## src/rtl/core_inst_seq_if.sv

```systemverilog
// core_inst_seq_if: bundles the row-fetch request, the core-facing
// instruction/data bus and the start/busy/done handshake of one sequencer.
//   start     : launch request into the sequencer
//   data_sel  : row source select (0 = Q, 1 = K)
//   data_idx  : row index requested from the row source
//   data_in   : requested row, combinational in data_sel/data_idx
//   mem_in    : data bus to the core
//   inst      : 17-bit core instruction word
//   busy      : sequence in progress
//   done      : one-cycle end-of-sequence pulse
// master = sequencer side, slave = core / row source / controller side.
interface core_inst_seq_if #(
    parameter int bw = 4,
    parameter int pr = 8
);
    logic                 start;
    logic                 data_sel;
    logic [3:0]           data_idx;
    logic [pr*bw-1:0]     data_in;
    logic [pr*bw-1:0]     mem_in;
    logic [16:0]          inst;
    logic                 busy;
    logic                 done;

    modport master (
        input  start,
        input  data_in,
        output data_sel,
        output data_idx,
        output mem_in,
        output inst,
        output busy,
        output done
    );

    modport slave (
        output start,
        output data_in,
        input  data_sel,
        input  data_idx,
        input  mem_in,
        input  inst,
        input  busy,
        input  done
    );
endinterface

```

## src/rtl/core_inst_seq.sv

```systemverilog
// core_inst_seq: drives one fullchip core through a full Q*K^T pass
// (Q write, K write, K load, execute, OFIFO-to-PMEM move) from a single
// start pulse. Every output is registered.
//   clk   : clock, rising edge
//   reset : asynchronous, active-low
//   bus   : core_inst_seq_if master modport (start, row fetch, mem_in,
//           inst, busy, done)
//
// state  | meaning
// -------+-----------------------------------------------------------
// IDLE   | waiting for start; Q[0] already requested
// QWR    | write Q rows 0..total_cycle-1 into qmem
// SP1    | one spacer cycle, K[0] requested
// KWR    | write K rows 0..col-1 into kmem
// SP2    | one spacer cycle
// KLOAD  | load asserted col+2 cycles, kmem read in the middle col
// GAP1   | gap idle cycles
// EXEC   | execute + qmem read, total_cycle cycles
// GAP2   | gap idle cycles
// MOVE   | ofifo read + pmem write, total_cycle cycles
// GAP3   | gap idle cycles
// DONE   | done pulse, still busy
module core_inst_seq #(
    parameter int bw          = 4,
    parameter int pr          = 8,
    parameter int col         = 8,
    parameter int total_cycle = 8,
    parameter int gap         = 10
) (
    input  logic            clk,
    input  logic            reset,
    core_inst_seq_if.master bus
);

    typedef enum logic [3:0] {
        S_IDLE, S_QWR, S_SP1, S_KWR, S_SP2, S_KLOAD,
        S_GAP1, S_EXEC, S_GAP2, S_MOVE, S_GAP3, S_DONE
    } state_t;

    // Counter must hold the longest phase and still expose a 4-bit address.
    localparam int M1 = (col + 2 > 16) ? col + 2 : 16;
    localparam int M2 = (gap > M1) ? gap : M1;
    localparam int M3 = (total_cycle > M2) ? total_cycle : M2;
    localparam int CW = $clog2(M3 + 1);

    localparam logic [CW-1:0] QLAST  = CW'(total_cycle - 1);
    localparam logic [CW-1:0] KLAST  = CW'(col - 1);
    localparam logic [CW-1:0] LDLAST = CW'(col + 1);
    localparam logic [CW-1:0] KRDMAX = CW'(col);
    localparam logic [CW-1:0] GLAST  = CW'(gap - 1);

    state_t             state, nxt_state;
    logic [CW-1:0]      cnt, nxt_cnt;

    logic [16:0]        inst_q, nxt_inst;
    logic [pr*bw-1:0]   mem_in_q;
    logic               sel_q, nxt_sel;
    logic [3:0]         idx_q, nxt_idx;
    logic               busy_q, nxt_busy;
    logic               done_q, nxt_done;
    logic               load_row;

    always_ff @(posedge clk or negedge reset) begin
        if (!reset) begin
            state    <= S_IDLE;
            cnt      <= '0;
            inst_q   <= '0;
            mem_in_q <= '0;
            sel_q    <= 1'b0;
            idx_q    <= '0;
            busy_q   <= 1'b0;
            done_q   <= 1'b0;
        end else begin
            state    <= nxt_state;
            cnt      <= nxt_cnt;
            inst_q   <= nxt_inst;
            mem_in_q <= load_row ? bus.data_in : '0;
            sel_q    <= nxt_sel;
            idx_q    <= nxt_idx;
            busy_q   <= nxt_busy;
            done_q   <= nxt_done;
        end
    end

    always_comb begin
        nxt_state = state;
        nxt_cnt   = cnt + CW'(1);
        case (state)
            S_IDLE:  begin
                nxt_cnt = '0;
                if (bus.start) nxt_state = S_QWR;
            end
            S_QWR:   if (cnt == QLAST)  nxt_state = S_SP1;
            S_SP1:   nxt_state = S_KWR;
            S_KWR:   if (cnt == KLAST)  nxt_state = S_SP2;
            S_SP2:   nxt_state = S_KLOAD;
            S_KLOAD: if (cnt == LDLAST) nxt_state = S_GAP1;
            S_GAP1:  if (cnt == GLAST)  nxt_state = S_EXEC;
            S_EXEC:  if (cnt == QLAST)  nxt_state = S_GAP2;
            S_GAP2:  if (cnt == GLAST)  nxt_state = S_MOVE;
            S_MOVE:  if (cnt == QLAST)  nxt_state = S_GAP3;
            S_GAP3:  if (cnt == GLAST)  nxt_state = S_DONE;
            S_DONE:  nxt_state = S_IDLE;
            default: nxt_state = S_IDLE;
        endcase
        if (nxt_state != state) nxt_cnt = '0;
    end

    // Outputs are decoded from the upcoming state/count so they land in the
    // register on the same edge as the state. The row request looks one
    // further cycle ahead, so data_in is settled when mem_in captures it.
    always_comb begin
        nxt_inst = '0;
        nxt_sel  = 1'b0;
        nxt_idx  = '0;
        nxt_done = 1'b0;
        nxt_busy = (nxt_state != S_IDLE);
        load_row = 1'b0;
        case (nxt_state)
            S_QWR: begin
                nxt_inst[4]     = 1'b1;
                nxt_inst[15:12] = nxt_cnt[3:0];
                load_row        = 1'b1;
                if (nxt_cnt != QLAST) nxt_idx = nxt_cnt[3:0] + 4'd1;
            end
            S_SP1: nxt_sel = 1'b1;
            S_KWR: begin
                nxt_inst[2]     = 1'b1;
                nxt_inst[15:12] = nxt_cnt[3:0];
                load_row        = 1'b1;
                nxt_sel         = 1'b1;
                if (nxt_cnt != KLAST) nxt_idx = nxt_cnt[3:0] + 4'd1;
            end
            S_KLOAD: begin
                nxt_inst[6] = 1'b1;
                if (nxt_cnt != '0 && nxt_cnt <= KRDMAX) begin
                    nxt_inst[3]     = 1'b1;
                    // 4-bit wrap is exact here: cnt=16 maps to address 15.
                    nxt_inst[15:12] = nxt_cnt[3:0] - 4'd1;
                end
            end
            S_EXEC: begin
                nxt_inst[7]     = 1'b1;
                nxt_inst[5]     = 1'b1;
                nxt_inst[15:12] = nxt_cnt[3:0];
            end
            S_MOVE: begin
                nxt_inst[16]   = 1'b1;
                nxt_inst[0]    = 1'b1;
                nxt_inst[11:8] = nxt_cnt[3:0];
            end
            S_DONE: nxt_done = 1'b1;
            default: ;
        endcase
    end

    assign bus.inst     = inst_q;
    assign bus.mem_in   = mem_in_q;
    assign bus.data_sel = sel_q;
    assign bus.data_idx = idx_q;
    assign bus.busy     = busy_q;
    assign bus.done     = done_q;

endmodule

```

## src/flat_wrapper.sv

```systemverilog
// flat-port wrapper written by rule: the top's interface ports become plain ports
module core_inst_seq_flat 
#(
    parameter int bw          = 4,
    parameter int pr          = 8,
    parameter int col         = 8,
    parameter int total_cycle = 8,
    parameter int gap         = 10
)
  (clk, reset, bus_start, bus_data_in, bus_data_sel, bus_data_idx, bus_mem_in, bus_inst, bus_busy, bus_done);
  core_inst_seq_if #(.bw(bw), .pr(pr)) bus_i ();
  input  logic clk;
  input  logic reset;
  input wire logic [$bits(bus_i.start)-1:0] bus_start;
  input wire logic [$bits(bus_i.data_in)-1:0] bus_data_in;
  output wire logic [$bits(bus_i.data_sel)-1:0] bus_data_sel;
  output wire logic [$bits(bus_i.data_idx)-1:0] bus_data_idx;
  output wire logic [$bits(bus_i.mem_in)-1:0] bus_mem_in;
  output wire logic [$bits(bus_i.inst)-1:0] bus_inst;
  output wire logic [$bits(bus_i.busy)-1:0] bus_busy;
  output wire logic [$bits(bus_i.done)-1:0] bus_done;
  assign bus_i.start = bus_start;
  assign bus_i.data_in = bus_data_in;
  assign bus_data_sel = bus_i.data_sel;
  assign bus_data_idx = bus_i.data_idx;
  assign bus_mem_in = bus_i.mem_in;
  assign bus_inst = bus_i.inst;
  assign bus_busy = bus_i.busy;
  assign bus_done = bus_i.done;
  core_inst_seq #(.bw(bw), .pr(pr), .col(col), .total_cycle(total_cycle), .gap(gap)) u_core (.clk(clk), .reset(reset), .bus(bus_i));
endmodule
```

## config.mk

```make
export PLATFORM = sky130hd
export DESIGN_NAME = core_inst_seq_flat
export DESIGN_NICKNAME = d
export VERILOG_FILES = /design/src/rtl/core_inst_seq_if.sv /design/src/rtl/core_inst_seq.sv /design/src/flat_wrapper.sv
export SDC_FILE = /design/constraint.sdc
export NUM_CORES = 1
export LEC_CHECK = 0
export CAP_MARGIN = 10
export CORE_ASPECT_RATIO = 1.1
export CORE_UTILIZATION = 48
export CTS_CLUSTER_DIAMETER = 50
export CTS_CLUSTER_SIZE = 40
export DETAILED_ROUTE_END_ITERATION = 16
export PLACE_DENSITY = 0.85
export SYNTH_ARGS = -nofsm -noshare
export SYNTH_HDL_FRONTEND = slang
export SYNTH_SLANG_ARGS = --single-unit
```

## constraint.sdc

```tcl
create_clock -name clk -period 6.7 [get_ports clk]
set_input_delay 1.005 -clock clk [delete_from_list [all_inputs] [get_ports clk]]
set_output_delay 1.005 -clock clk [all_outputs]
set_load 0.01 [all_outputs]
```

### Yosys cells after proc, flatten, opt, wreduce, memory -nomap -nowiden

Index checks and enable logic that the tools add are counted.

* magnitude comparators: 1
* $add $sub $neg: 3
* equal/unequal tests: 21
* reductions and logical operators: 7
* multiplexer cells: 28

Operators with widths (count)
* 4-bit 2-to-1 mux: 13
* 4-bit case mux with 11 select lines: 1
* 32-bit 2-to-1 mux: 1
* 4-bit by 3-bit equality test with 1-bit output (second input constant): 6
* 4-bit equality test (second input constant): 5
* 4-bit by 2-bit equality test with 1-bit output (second input constant): 4
* 1-bit 2-to-1 mux: 10
* 5-bit 2-to-1 mux: 2
* 4-bit by 1-bit equality test with 1-bit output (second input constant): 2
* 4-bit case mux with 2 select lines: 1
* 5-bit by 1-bit adder with 5-bit output (second input constant): 1
* 5-bit by 3-bit equality test with 1-bit output (second input constant): 1
* 5-bit by 4-bit equality test with 1-bit output (second input constant): 1
* 5-bit by 4-bit <= comparator with 1-bit output (second input constant): 1
* 5-bit by 3-bit != test with 1-bit output (second input constant): 1
* 5-bit nonzero test: 1
* 4-bit by 1-bit adder with 4-bit output (second input constant): 1
* 4-bit zero test: 1
* 4-bit != test: 1
* 4-bit nonzero test: 1
* 2-bit OR reduction: 2
* 4-bit by 1-bit subtractor with 4-bit output (second input constant): 1
* 3-bit OR reduction: 1
* 1-bit logical AND: 1

* word-level logic and storage cells: 68
* input port bits: 35
* register bits: 64

### Logic depth before layout (Yosys ltp)

* word-level depth: 9
* depth in mapped cells: 11
* gate-level depth less buffers: 10

### Least setup slack after synthesis

OpenSTA, ideal clock, no wires.

* path type: input to register
* from: input bus_start
* to: register u_core.idx_q[3], in the netlist u_core.bus.data_idx[3]
* path slack: 4.350 ns
* arrival: 2.255 ns
* data required time: 6.605 ns
* buffers on the path: 0
* stages on the path: 6
* setup time: 0.095 ns
* cells stage by stage: or4_1 > o211ai_1 > o21ai_1 > or3_1 > nand4_1 > nor4b_2

* cells in the longest elaborated chain, start to end: 7
* elaborated cells on any way between the ends: 11

Ends and longest elaborated chain
* start, declared: line flat_wrapper.sv:14 `input wire logic [$bits(bus_i.start)-1:0] bus_start;`
* 4-bit 2-to-1 mux *: line core_inst_seq.sv:91 `if (bus.start) nxt_state = S_QWR;`
* 4-bit case mux with 11 select lines *: line core_inst_seq.sv:88 `case (state)`
* 4-bit != test: line core_inst_seq.sv:106 `if (nxt_state != state) nxt_cnt = '0;`
* 5-bit 2-to-1 mux: line core_inst_seq.sv:106
* 4-bit by 1-bit adder with 4-bit output / 5-bit by 3-bit != test with 1-bit output (equally long branches): line core_inst_seq.sv:124, core_inst_seq.sv:132
* 4-bit 2-to-1 mux: line core_inst_seq.sv:124, core_inst_seq.sv:132
* 4-bit 2-to-1 mux *
* named net u_core.nxt_idx[3]: line core_inst_seq.sv:58 `logic [3:0] idx_q, nxt_idx;`
* end signal, assigned: line core_inst_seq.sv:79 `idx_q <= nxt_idx;`
* end, declared: line core_inst_seq.sv:58

Mark *: on every way through the listed nets, which the timed path passes. The rest lies on a longest branch.

### Worst setup path in the final report

* from: register u_core.state[3]
* to: register u_core.inst_q[13], in the netlist u_core.bus.inst[13]

* cells in the longest elaborated chain, start to end: 8
* elaborated cells on any way between the ends: 35

Ends and longest elaborated chain
* start, declared: line core_inst_seq.sv:52 `state_t state, nxt_state;`
* start signal, assigned: line core_inst_seq.sv:74 `state <= nxt_state;`
* 4-bit equality test (tied with other cells): line core_inst_seq.sv:88
* 4-bit case mux with 11 select lines: line core_inst_seq.sv:88
* 4-bit != test: line core_inst_seq.sv:106
* 5-bit 2-to-1 mux: line core_inst_seq.sv:106
* 5-bit by 4-bit <= comparator with 1-bit output / 5-bit nonzero test (equally long branches): line core_inst_seq.sv:136 `if (nxt_cnt != '0 && nxt_cnt <= KRDMAX) begin`
* 1-bit logical AND: line core_inst_seq.sv:136
* 4-bit 2-to-1 mux: line core_inst_seq.sv:136
* 4-bit case mux with 2 select lines *: line core_inst_seq.sv:119 `case (nxt_state)`
* named net u_core.nxt_inst[13]: line core_inst_seq.sv:55 `logic [16:0] inst_q, nxt_inst;`
* end signal, assigned: line core_inst_seq.sv:76 `inst_q <= nxt_inst;`
* end, declared: line core_inst_seq.sv:55

Marked as above.

==> metrics.txt <==
fin crit period=2970 ps; Avg Inst Size Synth=11.9 µm²; Chip Width=a little over 70 µm; clock power share=48.4%; crit path kind=reg -> reg; Avg WL per Cell=15.5 µm; synthesized instance count=216; hold_sp=u_core.cnt[3]; CP startpoint=u_core.state[3]; Area Growth Syn to Fin=44.6%; slew margin rel.=50.7%; Highest Clock Rate=337 MHz; fraction of layout instances using a drive strength above 1=between 10% and 20%; Synth cell types=51; GRT overflow=0; Max H-tree Level=3; CTS hold repair buffers=0; DRT antenna net count=0; yosys warns=0; worst slew pin tran=between 700 and 800 ps; required time worst endpoint=6930 ps; top cell type's share of synthesized area=between 60% and 70%; ANT cells=0; setup TNS=0 ps; dpl hpwl=roughly 4000 µm; register bit total from synthesis=62; critical path peak fanout=17; Die Y=78.8 µm; DRC violation count after routing=0; largest net degree at the start of global routing=63; Crit-path slowest cell=dfrtp_1; Internal=0.000631 W; area fraction in compound gates after synthesis=8.60%; post-synthesis xor/xnor area fraction=2.72%; first-pass GRT wire length=9380 µm; largest family of logic cells by synthesized area=simple AND/OR/NAND/NOR gates; PwrDens=roughly 210 nW/µm²; Post-CTS Resized=0; simple-gate share of the synthesized area=22.0%; Worst R2R Start=u_core.state[3]; Clock Latency Late Sink=~330 ps; cell family with most CP delay=simple AND/OR/NAND/NOR gates; Syn Std Cell Area=2570 µm²; Reg power frac=between 40% and 50%; CP arrival=3190 ps; Net Sw Frac=approximately a fifth; clock skew=6.40 ps; leading area contributor after synthesis=dfrtp_1; worst hold path class=reg -> reg; Final WS setup=3730 ps; Worst Setup Start Kind=flop; # Max-Cap Violations=0; status=finished, final reports clean; Nets=about 350; most frequent cells in the layout=clkdlybuf4s50_1, dfrtp_1, and2_1; Synth Flop Type=dfrtp_1; Die Area=5660 µm²; clock buffer depth=2; Core ar.=between 5000 and 6000 µm²; combinational share of power=3.4%; Final Max Tran Viols=0; final hold vios=0; post-synthesis adder-cell area fraction=under 10%; top post-synthesis cells by area=dfrtp_1, and2_1, ha_1; via count=1921; DP Worst Slack=3720 ps; Setup Fix Bufs, Post-CTS=0; initial antenna violation count=0; Synth async-reset ratio=100%; GRT Total Usage=22.7%; CP peak stage delay=between 600 and 700 ps; GP Congestion=between 0.8 and 0.9; Num CTS Buffers=9; IO Port Bufs=89; initial core utilization=50.8%; crit path cell chain=nor2b_1, o2111ai_1, and3_1, or2_0, ha_1, nand2_1, xnor2_1, o32ai_1; drt pass-1 iters=4; Post-Syn Nets=256; vias in the first global route=1927; mux cell area share after synthesis=0%; Tcrit/Tclk final=44.3%; commonest non-fill, non-tap cell in the layout=clkdlybuf4s50_1; power consumption=0.000777 W; FP Rows=27; VDD IR-drop max=0.000152 V; initial drt markers=just over 100; I/O Pins=91; CTS tree=done; P_leak=1.70 nW; Reg clk slew, reported paths=~70 ps; final-report setup violation count=0; Final Instance Area=3720 µm²; switching pwr=0.000146 W; Root Buffer=clkbuf_8; unrepaired setup endpoints after global routing=no; buffers and inverters on the worst path=0; final wirelength=~5800 µm; Via-to-Cell Ratio=5.19; Setup crit end kind=flop; Post-synth EDFFs=0; post-placement cell area=3490 µm²; CTS sink count=62; sequential share of the synthesized area=60.3%
per-layer routing:
layer  GRT usage [%]  wire length [µm]  vias up
met3            6.98               351       18
met5               0                 0        -
met1            26.6              2230      918
met4            12.5               181        0
met2            37.0              2990       77
li1                -                 -      908
cells in the mapped netlist, types with 2 or more instances:
cell	number
and3_1	2
a31oi_1	2
nor4_1	2
nand2_1	7
nor2_1	15
nand2b_1	3
nor3_1	2
dfrtp_1	62
a21o_1	2
o21ai_0	3
xnor2_1	5
buf_4	4
o211ai_1	2
o22ai_1	2
nor2b_1	3
or3_1	2
xor2_1	3
a21oi_1	4
inv_1	10
nand4_1	2
ha_1	5
nand3_1	5
o2111ai_1	3
o31ai_1	2
buf_2	2
and2_1	33
clkbuf_1	5
worst paths after layout:
| check | endpoint | slack (ps) | cells after the start |
|---|---|---|---|
| worst min-delay path | u_core.bus.data_idx[3] | 730 | 2 |
| max in group asynchronous | u_core.bus.mem_in[20] | 5390 | 2 |
| worst max register to register | u_core.bus.inst[13] | 3730 | 8 |
| worst min register to register | u_core.bus.data_idx[3] | 730 | 2 |
| min in group asynchronous | u_core.bus.mem_in[11] | 810 | 2 |
| worst max-delay path | u_core.bus.inst[13] | 3730 | 8 |
power groups by stage:
stage | clock (W) | sequential [W] | combinational [W]
2_1_floorplan | 0 | 0.000381 | 0.000000818
3_3_place_gp | 0 | 0.000381 | 0.0000265
3_5_place_dp | 0 | 0.000381 | 0.0000267
4_1_cts | 0.000383 | 0.000374 | 0.0000270
5_1_grt | 0.000406 | 0.000374 | 0.0000292
6_report | 0.000376 | 0.000374 | 0.0000263
logic make-up (layout without fill, tap and decap cells):
| logic type | Yosys count | count (layout) |
|---|---|---|
| other cells | 1 | 1 |
| flops | 62 | 62 |
| compound gates | 28 | 28 |
| simple gates | 90 | 90 |
| buf+inv | 22 | 118 |
| xor+xnor | 8 | 8 |
| fa+ha+maj | 5 | 5 |
cell type report:
| class | count | area (µm²) |
|---|---|---|
| clock buffer | 13 | 169 |
| multi-input combinational | 132 | 923 |
| timing repair buffer | 91 | 901 |
| tap | 58 | 72.6 |
| sequential | 62 | 1550 |
| clock inverter | 3 | 65.1 |
| inverter | 11 | 41.3 |
| fill | 342 | 1340 |
flip-flops by register name, summed over array words and instances (netlist names):
| name | cells |
|---|---|
| u_core.bus.mem_in | 32 |
| u_core.state | 4 |
| u_core.bus.done | 1 |
| u_core.cnt | 5 |
| u_core.bus.inst | 14 |
| u_core.bus.data_idx | 4 |
| u_core.bus.busy | 1 |
| u_core.bus.data_sel | 1 |
metrics by stage:
step | cells | hold WS [ps] | util, %
after floorplan | 216 | 643 | -
after global placement | 354 | 689 | 68.9
after detailed placement | 354 | 712 | 68.9
after CTS | 370 | 722 | 73.5
after global routing | 370 | 767 | 73.5
final | 370 | 733 | 73.5
worst reg2reg max path: stages, from the launching register on:
cell       delay [ps]
dfrtp_1           680
nor2b_1           210
o2111ai_1         310
and3_1            290
or2_0             400
ha_1              330
nand2_1           120
xnor2_1           200
o32ai_1           320
Power figures use the tool's default switching activity.
